File: src/rtl/adc_lane_serializer.sv
// rtl/adc_lane_serializer.sv - LVDS ADC 2-lane/channel transmit emulator; optional ADC_TX_TESTPAT_EN adds a ramp test pattern
module adc_lane_serializer #(
  parameter int NCH     = 4,
  parameter int FRM_LEN = 8
) (
  input  logic              clk,
  input  logic              asyncrst_n,
  input  logic              en,
  input  logic [16*NCH-1:0] s_data,
  input  logic              s_valid,
  output logic              s_ready,
  input  logic              slip_req,
`ifdef ADC_TX_TESTPAT_EN
  input  logic              test_mode,
`endif
  output logic [NCH-1:0]    lane_d1,
  output logic [NCH-1:0]    lane_d0,
  output logic              fco,
  output logic              frame_start,
  output logic [15:0]       underrun_cnt
);

  localparam int CW = $clog2(FRM_LEN);
  localparam logic [CW-1:0] LAST = CW'(FRM_LEN - 1);
  localparam logic [CW-1:0] HALF = CW'(FRM_LEN / 2);

  typedef enum logic [1:0] {ST_IDLE, ST_RUN, ST_STRETCH} state_t;

  logic tm_in;
`ifdef ADC_TX_TESTPAT_EN
  assign tm_in = test_mode;
`else
  assign tm_in = 1'b0;
`endif

  state_t            state_q, state_d;
  logic [CW-1:0]     bit_cnt_q, bit_cnt_d;
  logic              slip_pend_q, slip_pend_d;
  logic              win_q, win_d;          // current cycle is an accept window
  logic              tm_q, tm_d;            // window loads the ramp instead of s_data
  logic [16*NCH-1:0] hold_q, hold_d;
  logic [15:0]       underrun_q, underrun_d;
  logic              s_ready_q, s_ready_d;
  logic [NCH-1:0]    lane_d1_q, lane_d1_d;
  logic [NCH-1:0]    lane_d0_q, lane_d0_d;
  logic              fco_q, fco_d;
  logic              frame_start_q, frame_start_d;
  logic              show;
  logic [15:0]       sh;
`ifdef ADC_TX_TESTPAT_EN
  logic [15:0]       ramp_q, ramp_d;
`endif

  // Next phase of the frame, sample capture at window close, and the registered lane/frame outputs
  always_comb begin
    state_d       = state_q;
    bit_cnt_d     = bit_cnt_q;
    slip_pend_d   = slip_pend_q | slip_req;
    win_d         = 1'b0;
    tm_d          = tm_q;
    hold_d        = hold_q;
    underrun_d    = underrun_q;
    lane_d1_d     = '0;
    lane_d0_d     = '0;
    fco_d         = 1'b0;
    frame_start_d = 1'b0;
    show          = 1'b0;
    sh            = '0;
`ifdef ADC_TX_TESTPAT_EN
    ramp_d        = ramp_q;
`endif

    // A window closes on this edge whether or not en stays high: the handshake already happened
    if (win_q) begin
      if (tm_q) begin
`ifdef ADC_TX_TESTPAT_EN
        for (int k = 0; k < NCH; k++) begin
          hold_d[16*k +: 16] = ramp_q + 16'(k);
        end
        ramp_d = ramp_q + 16'd1;
`endif
      end else if (s_valid) begin
        hold_d = s_data;
      end else if (underrun_q != 16'hFFFF) begin
        underrun_d = underrun_q + 16'd1;
      end
    end

    if (!en) begin
      state_d   = ST_IDLE;
      bit_cnt_d = LAST;
    end else begin
      case (state_q)
        ST_IDLE: begin
          // first enabled cycle is a bare accept window with quiet lanes
          state_d   = ST_RUN;
          bit_cnt_d = LAST;
          win_d     = 1'b1;
          tm_d      = tm_in;
        end
        ST_RUN: begin
          if (bit_cnt_q == LAST) begin
            if (win_q) begin
              bit_cnt_d = '0;
              show      = 1'b1;
            end else begin
              // first half of a slipped bit 7: repeat it and open the window next cycle
              state_d = ST_STRETCH;
              win_d   = 1'b1;
              tm_d    = tm_in;
              show    = 1'b1;
            end
          end else begin
            bit_cnt_d = bit_cnt_q + CW'(1);
            show      = 1'b1;
            if (bit_cnt_d == LAST) begin
              if (slip_pend_q | slip_req) begin
                slip_pend_d = 1'b0;
              end else begin
                win_d = 1'b1;
                tm_d  = tm_in;
              end
            end
          end
        end
        ST_STRETCH: begin
          state_d   = ST_RUN;
          bit_cnt_d = '0;
          show      = 1'b1;
        end
        default: state_d = ST_IDLE;
      endcase
    end

    s_ready_d = win_d & ~tm_d;

    if (show) begin
      for (int k = 0; k < NCH; k++) begin
        sh           = hold_d[16*k +: 16] << {bit_cnt_d, 1'b0};
        lane_d1_d[k] = sh[15];
        lane_d0_d[k] = sh[14];
      end
      fco_d         = (bit_cnt_d < HALF);
      frame_start_d = (bit_cnt_d == '0);
    end
  end

  // State and output registers
  always_ff @(posedge clk or negedge asyncrst_n) begin
    if (!asyncrst_n) begin
      state_q       <= ST_IDLE;
      bit_cnt_q     <= LAST;
      slip_pend_q   <= 1'b0;
      win_q         <= 1'b0;
      tm_q          <= 1'b0;
      hold_q        <= '0;
      underrun_q    <= '0;
      s_ready_q     <= 1'b0;
      lane_d1_q     <= '0;
      lane_d0_q     <= '0;
      fco_q         <= 1'b0;
      frame_start_q <= 1'b0;
    end else begin
      state_q       <= state_d;
      bit_cnt_q     <= bit_cnt_d;
      slip_pend_q   <= slip_pend_d;
      win_q         <= win_d;
      tm_q          <= tm_d;
      hold_q        <= hold_d;
      underrun_q    <= underrun_d;
      s_ready_q     <= s_ready_d;
      lane_d1_q     <= lane_d1_d;
      lane_d0_q     <= lane_d0_d;
      fco_q         <= fco_d;
      frame_start_q <= frame_start_d;
    end
  end

`ifdef ADC_TX_TESTPAT_EN
  // Test-pattern ramp counter
  always_ff @(posedge clk or negedge asyncrst_n) begin
    if (!asyncrst_n) begin
      ramp_q <= '0;
    end else begin
      ramp_q <= ramp_d;
    end
  end
`endif

  assign s_ready      = s_ready_q;
  assign lane_d1      = lane_d1_q;
  assign lane_d0      = lane_d0_q;
  assign fco          = fco_q;
  assign frame_start  = frame_start_q;
  assign underrun_cnt = underrun_q;

endmodule
File: config.mk
export PLATFORM = sky130hd
export DESIGN_NAME = adc_lane_serializer
export DESIGN_NICKNAME = d
export VERILOG_FILES = /design/src/rtl/adc_lane_serializer.sv
export SDC_FILE = /design/constraint.sdc
export NUM_CORES = 1
export LEC_CHECK = 0
export CAP_MARGIN = 20
export CORE_MARGIN = 1.5
export CORE_UTILIZATION = 35
export CTS_BUF_LIST = sky130_fd_sc_hd__clkbuf_16
export DETAILED_ROUTE_END_ITERATION = 10
export PLACE_DENSITY = 0.69
export SLEW_MARGIN = 20
export SYNTH_ARGS = -nofsm -noshare
export SYNTH_HDL_FRONTEND = slang
export SYNTH_SLANG_ARGS = --single-unit
File: constraint.sdc
create_clock -name clk -period 3.97 [get_ports clk]
set_input_delay 0.794 -clock clk [delete_from_list [all_inputs] [get_ports clk]]
set_output_delay 0.794 -clock clk [all_outputs]
set_load 0.1 [all_outputs]
==> results.json <==
{
  "grt_max_degree": 85,
  "p_int_mw": 2.78,
  "syn-num-nets": 404,
  "p_sw_mw": 1.73,
  "wire_per_inst_um": 16.1,
  "ios": 96,
  "cts_tree": "done",
  "cts-buffers-inserted": 9,
  "setup_tns_ps": 0,
  "critPathKind": "register to register",
  "track_usage_pct": 15.0,
  "synth_area_per_cell_um2": 13.9,
  "place_inst": 586,
  "cp.depth": 7,
  "cts_setup_buffers": 0,
  "startpoint": "bit_cnt_q[0]$_DFF_PN1_",
  "ys_warn_count": 0,
  "via_per_inst": 4.85,
  "mappedNetlistArea_um2": 4550,
  "crit_slowest_cell": "o2111ai_4",
  "clockBufferDepth": 2,
  "vias": 2922,
  "final_core_utilization_pct": 47.3,
  "grt_remaining_overflow": 0,
  "worstMarginPinSlew_ps": 989,
  "cpLargestDelayFamily": "compound AO/OA/AOI/OAI gates",
  "synth-seq-cells": 99,
  "pwr-share-clk_pct": 19.3,
  "row_count": 41,
  "cts_hold_buf": 0,
  "dp_hpwl_um": 6940,
  "fp.coreArea_um2": 12700,
  "p_leak_nw": 2.62,
  "initial_utilization_pct": 35.9,
  "slowest_delay_ps": 680,
  "cp_num_buf_inv": 2,
  "syn_to_final_growth_pct": 31.7,
  "grt_pass1_vias": 3013,
  "cp-start-kind": "register",
  "finClkSkew_ps": 10.8,
  "pwr-share-seq_pct": 35.2,
  "yosysSeqAreaShare_pct": 54.5,
  "crit_path_end": "lane_d1[1]$_DFF_PN0_",
  "die_x_um": 117,
  "slew_violations": 0,
  "required_ps": 4160,
  "finalPower_mw": 4.51,
  "hold_path.class": "register to register",
  "switching_share_pct": 38.4,
  "synthCells": 327,
  "drive_gt1_share_pct": 21.9,
  "final_cells": 602,
  "numPortBuffers": 95,
  "synth-edff-count": 0,
  "clk_pin_slew_ps": 60,
  "crit_fanout": 20,
  "synth_largest_area_cell": "dfrtp_1",
  "whs_ps": 479,
  "yosys.area.top_type_share_pct": 52.8,
  "run_status": "finished clean",
  "maxSlewHeadroom_pct": 33.9,
  "r2r_end": "lane_d1[1]$_DFF_PN0_",
  "end_kind": "register",
  "ant_nets": 0,
  "ff2ff_setup_slack_ps": 1150,
  "maxCapViolCount": 0,
  "cp_cell_sequence": "inv_1 -> ha_1 -> or2_1 -> o2111ai_4 -> buf_4 -> mux2i_1 -> o221ai_1",
  "routabilityCongestion": 0.801,
  "clock-sinks": 99,
  "antennaDiodeCount": 0,
  "fin_crit_sh_pct": 71.1,
  "synth_cell_type_count": 47,
  "p_comb_share_pct": 45.4,
  "r2r_cells": 7,
  "routed_wl_um": 9680,
  "cp_data_arrival_time_ps": 3010,
  "grt_pass1_wl_um": 15700,
  "htreeDepth": 3,
  "drtIter0Drc": 101,
  "dieArea_um2": 13700,
  "hold_viol": 0,
  "drc": 0,
  "cts-root-buf": "clkbuf_16",
  "grt_setup_unrepaired": "false",
  "fmax_mhz": 354,
  "fin_crit_ps": 2820,
  "synthFlopType": "dfrtp_1",
  "nets": 502,
  "die_h_um": 117,
  "drtPass1Iterations": 4,
  "post_cts_resized": 0,
  "synthTopCellsByArea": "dfrtp_1, mux2_2, mux2i_1",
  "r2r-start": "bit_cnt_q[0]$_DFF_PN1_",
  "async_flop_share_pct": 100,
  "setup_viol": 0,
  "ir_drop_uv": 298,
  "insertion_delay_ps": 340,
  "p_per_area_nw_per_um2": 753,
  "grt_antenna_before_repair": 1
}
## flip-flops by register name, indices dropped and copies added (netlist names), 2 cells and up
signal	flops
bit_cnt_q	3
lane_d1	4
underrun_cnt	16
lane_d0	4
hold_q	64
state_q	2
## cells in the mapped netlist, drive strengths merged, types with 2 or more instances
cell,count
dfrtp,96
o221ai,7
xor2,5
and4,4
nor2,11
xnor2,10
nand3,3
o211ai,3
a2bb2oi,7
ha,8
mux2i,26
buf,12
nand2,13
a211oi,2
inv,6
a21oi,4
nand4,6
nand4b,2
mux2,72
o21a,2
and2,2
nand2b,3
o31a,2
dfstp,3
and3,2
## per-stage QoR
stage	setup WS (ps)	instance area [um2]
after floorplan	1540	4550
after global placement	1060	5690
after detailed placement	1000	5690
after CTS	1110	5990
after global routing	993	5990
final	1150	5990
## per-layer routing
metal | track usage, % | share of wire (%)
met1 | 21.2 | 48
met2 | 22.0 | 44
met3 | 4.79 | 6.6
met4 | 4.90 | 1.5
met5 | 0 | 0.13
## power by group through the flow
stage / clock network (mW) / logic (mW) / registers (mW)
4_1_cts: 0.896 / 2.07 / 1.59
3_3_place_gp: 0 / 2.02 / 1.59
2_1_floorplan: 0 / 1.12 / 2.04
6_report: 0.872 / 2.05 / 1.59
5_1_grt: 0.943 / 2.20 / 1.64
3_5_place_dp: 0 / 2.06 / 1.61
## worst min-delay path by stage
| stage | from | to | slack, ps | depth (start not counted) |
|---|---|---|---|---|
| after floorplan | hold_q[33]$_DFF_PN0_ | hold_q[33]$_DFF_PN0_ | 450 | 1 |
| after global placement | hold_q[33]$_DFF_PN0_ | hold_q[33]$_DFF_PN0_ | 470 | 1 |
| after detailed placement | hold_q[33]$_DFF_PN0_ | hold_q[33]$_DFF_PN0_ | 470 | 1 |
| after CTS | hold_q[33]$_DFF_PN0_ | hold_q[33]$_DFF_PN0_ | 490 | 1 |
| after global routing | underrun_cnt[13]$_DFFE_PN0P_ | underrun_cnt[13]$_DFFE_PN0P_ | 510 | 1 |
| final | hold_q[33]$_DFF_PN0_ | hold_q[33]$_DFF_PN0_ | 480 | 1 |
## cells by family (layout without fill, tap and decap cells)
family                     count (synthesis)  after routing  synth area share [%]
DFF                                       99             99                  54.5
muxes                                     98             98                  24.4
and+or+nand+nor                           54             54                  6.63
AOI/OAI and AO/OA                         35             35                  7.18
buffers and inverters                     18            121                  2.20
xor gates and xnor gates                  15             15                  2.89
adders and majority gates                  8              8                  2.20
## worst register-to-register path, stage by stage (launching register included)
cell and delay (ps):
dfstp_2 540, inv_1 80, ha_1 290, or2_1 250, o2111ai_4 690, buf_4 370, mux2i_1 300, o221ai_1 170
## placed cells by master (no fill, tap or decap), types with 4 or more instances in the layout
cell type / instances
dfrtp_1: 96
clkdlybuf4s50_1: 94
mux2_2: 55
mux2i_1: 26
nand2_1: 13
nor2_1: 11
mux2_4: 10
xnor2_1: 10
clkbuf_16: 9
ha_1: 8
mux2_1: 7
inv_1: 7
a2bb2oi_1: 7
o221ai_1: 7
nand4_1: 6
xor2_1: 5
a21oi_1: 4
and4_1: 4
## final cells by class
cell class                      instances  area, um2
Inverter                                6       22.5
Timing Repair Buffer                   99        995
Multi-Input combinational cell        210       1980
Clock inverter                          7       73.8
Tap cell                              172        215
Fill cell                            1140       6680
Sequential cell                        99       2480
Clock buffer                            9        225
Power figures use the tool's default switching activity.
